[src/rtl/cmd_arbiter.sv]
// Round-robin arbiter that merges NUM_REQ fire-and-forget command strobes into one
// valid/ready command port, with a one-entry pending slot per requester and a held output stage.
module cmd_arbiter #(
    parameter int NUM_REQ = 2,
    parameter int CMD_W   = 3,
    parameter int ARG_W   = 32
) (
    input  logic                       clk,
    input  logic                       reset,
    input  logic [NUM_REQ*CMD_W-1:0]   req_cmd,
    input  logic [NUM_REQ*ARG_W-1:0]   req_arg0,
    input  logic [NUM_REQ-1:0]         req_valid,
    output logic [NUM_REQ-1:0]         req_pending,
    output logic [NUM_REQ-1:0]         overflow,
    input  logic                       overflow_clear,
    output logic [CMD_W-1:0]           cmd,
    output logic [ARG_W-1:0]           cmd_arg0,
    output logic                       cmd_valid,
    input  logic                       cmd_ready,
    output logic [$clog2(NUM_REQ)-1:0] grant_id
);

    localparam int IDX_W = $clog2(NUM_REQ);

    logic [CMD_W-1:0]   in_cmd [NUM_REQ];
    logic [ARG_W-1:0]   in_arg [NUM_REQ];

    logic [NUM_REQ-1:0] slot_vld_q, slot_vld_d;
    logic [CMD_W-1:0]   slot_cmd_q [NUM_REQ];
    logic [CMD_W-1:0]   slot_cmd_d [NUM_REQ];
    logic [ARG_W-1:0]   slot_arg_q [NUM_REQ];
    logic [ARG_W-1:0]   slot_arg_d [NUM_REQ];
    logic [NUM_REQ-1:0] ovf_q, ovf_d;

    logic               cmd_valid_q, cmd_valid_d;
    logic [CMD_W-1:0]   cmd_q, cmd_d;
    logic [ARG_W-1:0]   arg_q, arg_d;
    logic [IDX_W-1:0]   gid_q, gid_d;
    logic [IDX_W-1:0]   last_q, last_d;

    logic               out_free;
    logic               gnt_found;
    logic               grant;
    logic [IDX_W-1:0]   gnt_idx;
    logic [NUM_REQ-1:0] gnt_oh;

    for (genvar g = 0; g < NUM_REQ; g++) begin : g_unpack
        assign in_cmd[g] = req_cmd[g*CMD_W +: CMD_W];
        assign in_arg[g] = req_arg0[g*ARG_W +: ARG_W];
    end

    assign out_free = !cmd_valid_q || cmd_ready;

    // Two descending passes: the last hit wins, so the lowest index above last_q
    // beats any index at or below it, giving the last+1, last+2, ... scan order.
    always_comb begin
        gnt_found = 1'b0;
        gnt_idx   = '0;
        for (int j = NUM_REQ - 1; j >= 0; j--) begin
            if (slot_vld_q[IDX_W'(j)] && (j <= int'(last_q))) begin
                gnt_found = 1'b1;
                gnt_idx   = IDX_W'(j);
            end
        end
        for (int j = NUM_REQ - 1; j >= 0; j--) begin
            if (slot_vld_q[IDX_W'(j)] && (j > int'(last_q))) begin
                gnt_found = 1'b1;
                gnt_idx   = IDX_W'(j);
            end
        end
    end

    assign grant = out_free && gnt_found;

    always_comb begin
        gnt_oh = '0;
        for (int j = 0; j < NUM_REQ; j++) begin
            gnt_oh[IDX_W'(j)] = grant && (gnt_idx == IDX_W'(j));
        end
    end

    // A slot being granted this cycle counts as empty, so a same-cycle strobe refills it.
    always_comb begin
        slot_vld_d = slot_vld_q;
        slot_cmd_d = slot_cmd_q;
        slot_arg_d = slot_arg_q;
        ovf_d      = overflow_clear ? '0 : ovf_q;
        for (int j = 0; j < NUM_REQ; j++) begin
            if (gnt_oh[IDX_W'(j)]) begin
                slot_vld_d[IDX_W'(j)] = 1'b0;
            end
            if (req_valid[IDX_W'(j)]) begin
                if (!slot_vld_q[IDX_W'(j)] || gnt_oh[IDX_W'(j)]) begin
                    slot_vld_d[IDX_W'(j)] = 1'b1;
                    slot_cmd_d[IDX_W'(j)] = in_cmd[IDX_W'(j)];
                    slot_arg_d[IDX_W'(j)] = in_arg[IDX_W'(j)];
                end else begin
                    ovf_d[IDX_W'(j)] = 1'b1;
                end
            end
        end
    end

    always_comb begin
        cmd_valid_d = cmd_valid_q;
        cmd_d       = cmd_q;
        arg_d       = arg_q;
        gid_d       = gid_q;
        last_d      = last_q;
        if (grant) begin
            cmd_valid_d = 1'b1;
            cmd_d       = slot_cmd_q[gnt_idx];
            arg_d       = slot_arg_q[gnt_idx];
            gid_d       = gnt_idx;
            last_d      = gnt_idx;
        end else if (out_free) begin
            cmd_valid_d = 1'b0;
        end
    end

    always_ff @(posedge clk or posedge reset) begin
        if (reset) begin
            slot_vld_q  <= '0;
            slot_cmd_q  <= '{default: '0};
            slot_arg_q  <= '{default: '0};
            ovf_q       <= '0;
            cmd_valid_q <= 1'b0;
            cmd_q       <= '0;
            arg_q       <= '0;
            gid_q       <= '0;
            last_q      <= IDX_W'(NUM_REQ - 1);
        end else begin
            slot_vld_q  <= slot_vld_d;
            slot_cmd_q  <= slot_cmd_d;
            slot_arg_q  <= slot_arg_d;
            ovf_q       <= ovf_d;
            cmd_valid_q <= cmd_valid_d;
            cmd_q       <= cmd_d;
            arg_q       <= arg_d;
            gid_q       <= gid_d;
            last_q      <= last_d;
        end
    end

    assign req_pending = slot_vld_q;
    assign overflow    = ovf_q;
    assign cmd         = cmd_q;
    assign cmd_arg0    = arg_q;
    assign cmd_valid   = cmd_valid_q;
    assign grant_id    = gid_q;

endmodule

[config.mk]
export PLATFORM = sky130hd
export DESIGN_NAME = cmd_arbiter
export DESIGN_NICKNAME = d
export VERILOG_FILES = /design/src/rtl/cmd_arbiter.sv
export SDC_FILE = /design/constraint.sdc
export NUM_CORES = 1
export LEC_CHECK = 0
export CORE_ASPECT_RATIO = 0.9
export CORE_MARGIN = 2
export CORE_UTILIZATION = 44
export DETAILED_ROUTE_END_ITERATION = 7
export PLACE_DENSITY = 0.78
export SYNTH_ARGS = -nofsm -noshare
export SYNTH_HDL_FRONTEND = slang
export SYNTH_SLANG_ARGS = --single-unit
[constraint.sdc]
create_clock -name clk -period 3.1 [get_ports clk]
set_input_delay 0.465 -clock clk [delete_from_list [all_inputs] [get_ports clk]]
set_output_delay 0.465 -clock clk [all_outputs]
set_load 0.05 [all_outputs]
== After elaboration in Yosys (flattened, before gate mapping) ==
Cells that the tools add are included.
Word-level totals
  logic and storage cells: 23
  bits in registers: 73
  output and inout bits: 41
  input bits: 76
Cells by class
  reduce and logical (&&, ||, !) cells: 7
  mux-type cells: 9
Operator list (number)
  $mux 1: 9
  $logic_not 1->1: 2
  $logic_or 1x1->1: 2
  $reduce_and 2->1: 1
  $reduce_bool 2->1: 1
  $logic_and 1x1->1: 1

== Depth between registers and ports, before layout ==
Gate-level depths: netlist of the first run.
  word-level depth: 6
  mapped depth: 4
  gate-level depth less buffers: 3

== Worst setup path after synthesis of the first run ==
Ideal clock, no wire load.
  kind: flip-flop to flip-flop
  start: register cmd_valid_q, in the netlist cmd_valid
  end: register slot_arg_q[32] (netlist name)
  buffers on the path: 1
  data arrival time: 1.438 ns
  path slack: 1.537 ns
  required time: 2.975 ns
  library setup time: 0.125 ns
  clock period less this slack: 1.563 ns
  stages on the path, launching flop included: 5
  cells stage by stage: dfrtp_1 -> nand3b_4 -> nand2_8 -> buf_12 -> mux2_4
On the way
  word-level cells in the longest chain between the ends: 5
Ends and longest elaborated chain
  start, declared: line 35  | logic cmd_valid_q, cmd_valid_d;
  start signal, assigned: line 137  | cmd_valid_q <= cmd_valid_d;
  $logic_not 1->1: line 52  | assign out_free = !cmd_valid_q || cmd_ready;
  $logic_or 1x1->1: line 52
  $logic_and 1x1->1: line 73  | assign grant = out_free && gnt_found;
  $logic_or 1x1->1: line 93  | if (!slot_vld_q[IDX_W'(j)] || gnt_oh[IDX_W'(j)]) begin
  $reduce_and 2->1 (no line)
  end signal, assigned: line 135  | slot_arg_q <= slot_arg_d;
  end, declared: line 31  | logic [ARG_W-1:0] slot_arg_q [NUM_REQ];
No other way between the ends.
A chain may end at the register's enable or synchronous reset.

== Worst setup path after layout of the first run ==
  start: register slot_vld_q[0], in the netlist req_pending[0]
  end: output req_pending[0]
RTL lines
  start, declared: line 28  | logic [NUM_REQ-1:0] slot_vld_q, slot_vld_d;
  start signal, assigned: line 133  | slot_vld_q <= slot_vld_d;
  end, declared: line 13  | output logic [NUM_REQ-1:0] req_pending,
No word-level cell between the ends.

==> impl_metrics.tcl, run 1 <==
set metrics [dict create \
    cap_violations 0 \
    fin_skew_ns 0.00924 \
    cts.clk_slew.worst_paths_ns 0.07 \
    hold_viol_final 0 \
    grt_max_degree 41 \
    async_reset_ff_frac 1.00 \
    synth-seq-area-share 0.598 \
    timing.final.crit_period_ns 2.12 \
    internal_power_mw 2.21 \
    worstMarginPinSlew_ns 0.712 \
    leakagePower_nw 1.89 \
    post_synth_instance_area_mm2 0.00306 \
    global_route.usage.total 0.146 \
    hold_buffers 0 \
    max_freq_ghz 0.472 \
    ant_nets 0 \
    power_frac_seq 0.382 \
    clock_tree.root_cell "sky130_fd_sc_hd__clkbuf_8" \
    stdcell_count 339 \
    timing.critical_path.cells "clkdlybuf4s50_1" \
    clock_tree.htree_level_count 3 \
    share_of_final_layout_standard_cells_stronger_than_drive_strength_1 0.365 \
    final_net_count 321 \
    initial_utilization 0.459 \
    fp.dieW_um 91.8 \
    status "finished, final reports clean" \
    p_sw_mw 1.08 \
    power.density_cell_area_mw_per_mm2 804 \
    synthDominantAreaCellType "sky130_fd_sc_hd__dfrtp_1" \
    post_synth_main_area_contributors "sky130_fd_sc_hd__dfrtp_1 (60%), sky130_fd_sc_hd__mux2_4 (29%), sky130_fd_sc_hd__mux2_2 (3.7%), sky130_fd_sc_hd__buf_12 (2.0%), sky130_fd_sc_hd__buf_6 (1.1%)" \
    fillers 500 \
    tritoncts "yes" \
    finish.utilization 0.614 \
    yosys_warnings 0 \
    cts_num_sinks 73 \
    fp.coreArea_mm2 0.00666 \
    place_area_mm2 0.00384 \
    place.detailed.instances 324 \
    sw_frac_of_total 0.328 \
    route.vias.total 1577 \
    cts_buffers 9 \
    cts_setup_buffers 0 \
    criticalPathCategory "flop to output pin" \
    total_non_filler_cell_area_in_the_finished_layout_mm2 0.00408 \
    clock_path_buffers 2 \
    wire_length_of_the_first_global_routing_pass_um 8520 \
    drt_iter0_drc 32 \
    floorplan.die.height_um 83.1 \
    via_count_of_the_first_global_routing_pass 1669 \
    syn-instance-count 164 \
    drt_first_pass_iters 4 \
    finalWirelength_um 5130 \
    launching_element_type_of_the_critical_path "flop" \
    routed_wirelength_normalized_by_instance_count_um 15.1 \
    max_slew_vio_count 0 \
    io-pin-count 117 \
    cpMaxStageDelayCell "sky130_fd_sc_hd__clkdlybuf4s50_1" \
    fp-row-count 28 \
    synth-seq-cells 73 \
    synth_most_common_cell "sky130_fd_sc_hd__dfrtp_1" \
    peakVddDrop_mv 0.355 \
    path_max_fanout 4 \
    synthDominantCellAreaShare 0.598 \
    worst_path_largest_cell_delay_ns 0.85 \
    synth_commonest_cells "sky130_fd_sc_hd__dfrtp_1 (73), sky130_fd_sc_hd__mux2_4 (60), sky130_fd_sc_hd__mux2_2 (10)" \
    synth_enable_flop_cells 0 \
    drt-vias-per-instance 4.65 \
    timing.max_slew.rel_slack 0.524 \
    yosys_most_used_dff "sky130_fd_sc_hd__dfrtp_1" \
    setup_violations 0 \
    gp_congestion 0.657 \
    final.period_utilization 0.683 \
    cpLargestDelayFamily "buffers and inverters" \
    worst_skew_pair.late_latency_ns 0.34 \
    endpoint_kind "output pin" \
    antenna_cells_inserted 0 \
    hpwl_um 3320 \
    grt_overflow 0 \
    hold_class "flop to flop" \
    die_area_mm2 0.00763 \
    setup_tns_ns 0 \
    detail_route.drc_violations 0 \
    antenna_found_initial 0 \
    synth_unique_cells 15 \
    pwr-share-comb 0.346 \
    cts.repair.resized 0 \
    syn2layout_area_growth_pct 33.7 \
    post_synth.cell_area_avg_um2 18.6 \
    timing.critical_path.required_ns 2.63 \
    arrival_ns 1.65 \
    buffer_ports.inserted 77 \
    crit_buf_inv 1 \
    rsz0062_at_grt "false" \
    power.share.clock 0.271 \
]
==> through the flow <==
step                power, mW  hold WS, ns  setup WS [ns]
detailed placement       2.42        0.485          0.926
global route             3.43        0.518          0.924
global placement         2.40        0.484          0.949
finish                   3.29        0.504          0.982
CTS                      3.32        0.501          0.957
floorplan                2.07        0.476          0.782
==> path summary, 6_finish.rpt <==
kind	from	to	slack, ns	cells after the start
max reg2reg	cmd_valid	cmd_arg0[14]	1.52	3
min in group asynchronous	reset	cmd_arg0[24]	0.56	2
max in group asynchronous	reset	cmd_arg0[26]	1.86	3
min reg2reg	slot_arg_q[58]	cmd_arg0[26]	0.50	1
max	req_pending[0]	req_pending[0]	0.98	1
min	slot_arg_q[58]	cmd_arg0[26]	0.50	1
==> routing by layer <==
metal | share of wire | routed length, um | track usage | vias up
li1 | - | - | - | 723
met1 | 0.48 | 2450 | 0.206 | 797
met4 | 0.014 | 70 | 0.0651 | 0
met5 | 0 | 0 | 0 | -
met2 | 0.46 | 2370 | 0.205 | 50
met3 | 0.047 | 241 | 0.0472 | 7
==> placed cells by master (no fill, tap or decap), types with 2 or more instances in the layout <==
cell / instances
sky130_fd_sc_hd__bufinv_16: 3
sky130_fd_sc_hd__clkbuf_8: 10
sky130_fd_sc_hd__clkdlybuf4s50_1: 77
sky130_fd_sc_hd__conb_1: 3
sky130_fd_sc_hd__dfrtp_1: 73
sky130_fd_sc_hd__inv_1: 2
sky130_fd_sc_hd__mux2_2: 10
sky130_fd_sc_hd__mux2_4: 60
==> flip-flops by register name, indices dropped and copies added (netlist names) <==
name / flops
cmd: 3
cmd_valid: 1
cmd_arg0: 32
overflow: 1
req_pending: 1
slot_cmd_q: 3
slot_arg_q: 32
==> power groups by stage <==
stage | clock, mW | sequential [mW] | combinational [mW]
2_1_floorplan | 0 | 1.69 | 0.377
3_3_place_gp | 0 | 1.27 | 1.14
3_5_place_dp | 0 | 1.27 | 1.15
4_1_cts | 0.916 | 1.26 | 1.15
5_1_grt | 0.968 | 1.28 | 1.18
6_report | 0.890 | 1.26 | 1.14
==> kinds of logic after synthesis <==
family                 after synthesis  synth area share
AO/OA/AOI/OAI                        1           0.00205
flip-flops                          73             0.598
AND/OR/NAND/NOR                      6            0.0229
other                                1           0.00123
buffers and inverters               13            0.0442
multiplexers                        70             0.332
==> final cells by class <==
| cell class | instances | area [um2] | share of cell area |
|---|---|---|---|
| Timing Repair Buffer | 78 | 791 | 0.194 |
| Clock buffer | 10 | 138 | 0.0337 |
| Inverter | 3 | 11.3 | 0.00276 |
| Clock inverter | 5 | 104 | 0.0254 |
| Multi-Input combinational cell | 80 | 1100 | 0.270 |
| Tap cell | 90 | 113 | 0.0276 |
| Sequential cell | 73 | 1830 | 0.447 |
No activity file was read; power rests on OpenSTA's default activity.
==> run 2: changes to the inputs <==
clock period = 2.2 ns   (was 3.1 ns; I/O delays follow)
==> impl_metrics.tcl, run 2 (synthesis results as in run 1) <==
set metrics [dict create \
    status "finished, final reports clean" \
    drt-vias-per-instance 4.62 \
    wire_length_of_the_first_global_routing_pass_um 8800 \
    total_non_filler_cell_area_in_the_finished_layout_mm2 0.00412 \
    tritoncts "yes" \
    setup_tns_ns 0 \
    buffer_ports.inserted 77 \
    finish.utilization 0.620 \
    leakagePower_nw 1.91 \
    drt_first_pass_iters 4 \
    timing.final.crit_period_ns 1.98 \
    worstReg2RegEnd "slot_arg_q[62]" \
    launching_element_type_of_the_critical_path "flop" \
    setup_ws_ns 0.219 \
    timing.critical_path.required_ns 1.87 \
    final-seq-area_mm2 0.00183 \
    worstSetupStartpoint "req_pending[0]" \
    cts_buffers 9 \
    gp_congestion 0.655 \
    mostFrequentLayoutCells "sky130_fd_sc_hd__clkdlybuf4s50_1 (77), sky130_fd_sc_hd__dfrtp_1 (73), sky130_fd_sc_hd__mux2_4 (60), sky130_fd_sc_hd__mux2_2 (10), sky130_fd_sc_hd__clkbuf_8 (10)" \
    fp.coreArea_mm2 0.00666 \
    rsz0062_at_grt "false" \
    grt_max_degree 74 \
    clock_tree.root_cell "sky130_fd_sc_hd__clkbuf_8" \
    antenna_found_initial 0 \
    hold_class "input port to asynchronous set/reset pin" \
    place.detailed.instances 326 \
    worst_path_largest_cell_delay_ns 0.85 \
    floorplan.die.height_um 83.1 \
    finalWirelength_um 5070 \
    max_slew_vio_count 0 \
    worst_skew_pair.late_latency_ns 0.33 \
    routed_wirelength_normalized_by_instance_count_um 14.9 \
    detail_route.drc_violations 0 \
    die_area_mm2 0.00763 \
    via_count_of_the_first_global_routing_pass 1722 \
    drt_iter0_drc 29 \
    global_route.usage.total 0.148 \
    timing.max_slew.rel_slack 0.651 \
    footprint_of_the_multi_input_gates_mm2 0.00110 \
    path_max_fanout 4 \
    fp-row-count 28 \
    stdcell_count 341 \
    initial_utilization 0.459 \
    grt_overflow 0 \
    max_freq_ghz 0.505 \
    cpMaxStageDelayCell "sky130_fd_sc_hd__clkdlybuf4s50_1" \
    io-pin-count 117 \
    route.vias.total 1576 \
    worstMarginPinSlew_ns 0.522 \
    pre_cts_slack_ns 0.388 \
    hold_buffers 0 \
    cts_setup_buffers 0 \
    cts_num_sinks 73 \
    cp_depth 1 \
    reg2reg_from "req_pending[0]" \
    setup_violations 0 \
    final_net_count 323 \
    ant_nets 0 \
    arrival_ns 1.65 \
    peakVddDrop_mv 0.579 \
    clock_path_buffers 2 \
    cap_violations 0 \
    final.period_utilization 0.900 \
    criticalPathCategory "flop to output pin" \
    timing.critical_path.cells "clkdlybuf4s50_1" \
    cp-endpoint "req_pending[0]" \
    antenna_cells_inserted 0 \
    power.density_cell_area_mw_per_mm2 1130 \
    mostFrequentLayoutCell "sky130_fd_sc_hd__clkdlybuf4s50_1" \
    rr_worst_depth 3 \
    place_area_mm2 0.00388 \
    clock_tree.htree_level_count 3 \
    fin_skew_ns 0.0112 \
    share_of_final_layout_standard_cells_stronger_than_drive_strength_1 0.371 \
    cts.repair.resized 0 \
    endpoint_kind "output pin" \
    cts.clk_slew.worst_paths_ns 0.07 \
    reg2reg_slack_ns 0.75 \
    fp.dieW_um 91.8 \
    hpwl_um 3270 \
    crit_buf_inv 1 \
    fillers 510 \
    hold_viol_final 0 \
    syn2layout_area_growth_pct 35.0 \
    cpLargestDelayFamily "buffers and inverters" \
]
-- run 2: cell count changes in the layout (fill, tap and decap cells not counted) --
| cell | previous run | this run |
|---|---|---|
| sky130_fd_sc_hd__buf_12 | 1 | 3 |
-- run 2: report_power, final --
group	internal [mW]	switching, mW	total [mW]	leakage, nW
combinational	0.731	0.888	1.62	0.939
clock	0.778	0.477	1.26	0.122
sequential	1.61	0.155	1.77	0.852
total	3.12	1.52	4.64	1.91
-- run 2: worst min-delay path by stage --
stage	start	endpoint	slack (ns)	depth (start not counted)
after floorplan	overflow_clear	overflow[0]	0.43	1
after global placement	slot_arg_q[62]	cmd_arg0[30]	0.48	1
after detailed placement	slot_arg_q[60]	cmd_arg0[28]	0.48	1
after CTS	reset	cmd_arg0[27]	0.42	3
after global routing	reset	cmd_arg0[24]	0.44	3
final	reset	cmd_arg0[20]	0.41	3
-- run 2: stage by stage --
| stage | hold WS [ns] | power, mW |
|---|---|---|
| 2_1_floorplan | 0.429 | 2.92 |
| 3_3_place_gp | 0.485 | 3.40 |
| 3_5_place_dp | 0.484 | 3.42 |
| 4_1_cts | 0.422 | 4.70 |
| 5_1_grt | 0.440 | 4.85 |
| 6_report | 0.407 | 4.64 |
-- run 2: routing by layer --
metal,up-vias,wire [um],GRT usage
li1,721,-,-
met3,4,315,0.0572
met5,-,0,0
met1,798,2390,0.207
met4,0,56,0.0488
met2,53,2300,0.211
-- run 2: final cells by class --
type                            instances  area share
Clock buffer                           10      0.0334
Clock inverter                          5      0.0252
Inverter                                3     0.00273
Multi-Input combinational cell         80       0.267
Sequential cell                        73       0.443
Tap cell                               90      0.0273
Timing Repair Buffer                   80       0.201
==> run 3: changes to the inputs <==
CAP_MARGIN = 0   (was not set)
==> results of run 3 <==
No change in the layout: final DEF, timing and power equal those of run 2.
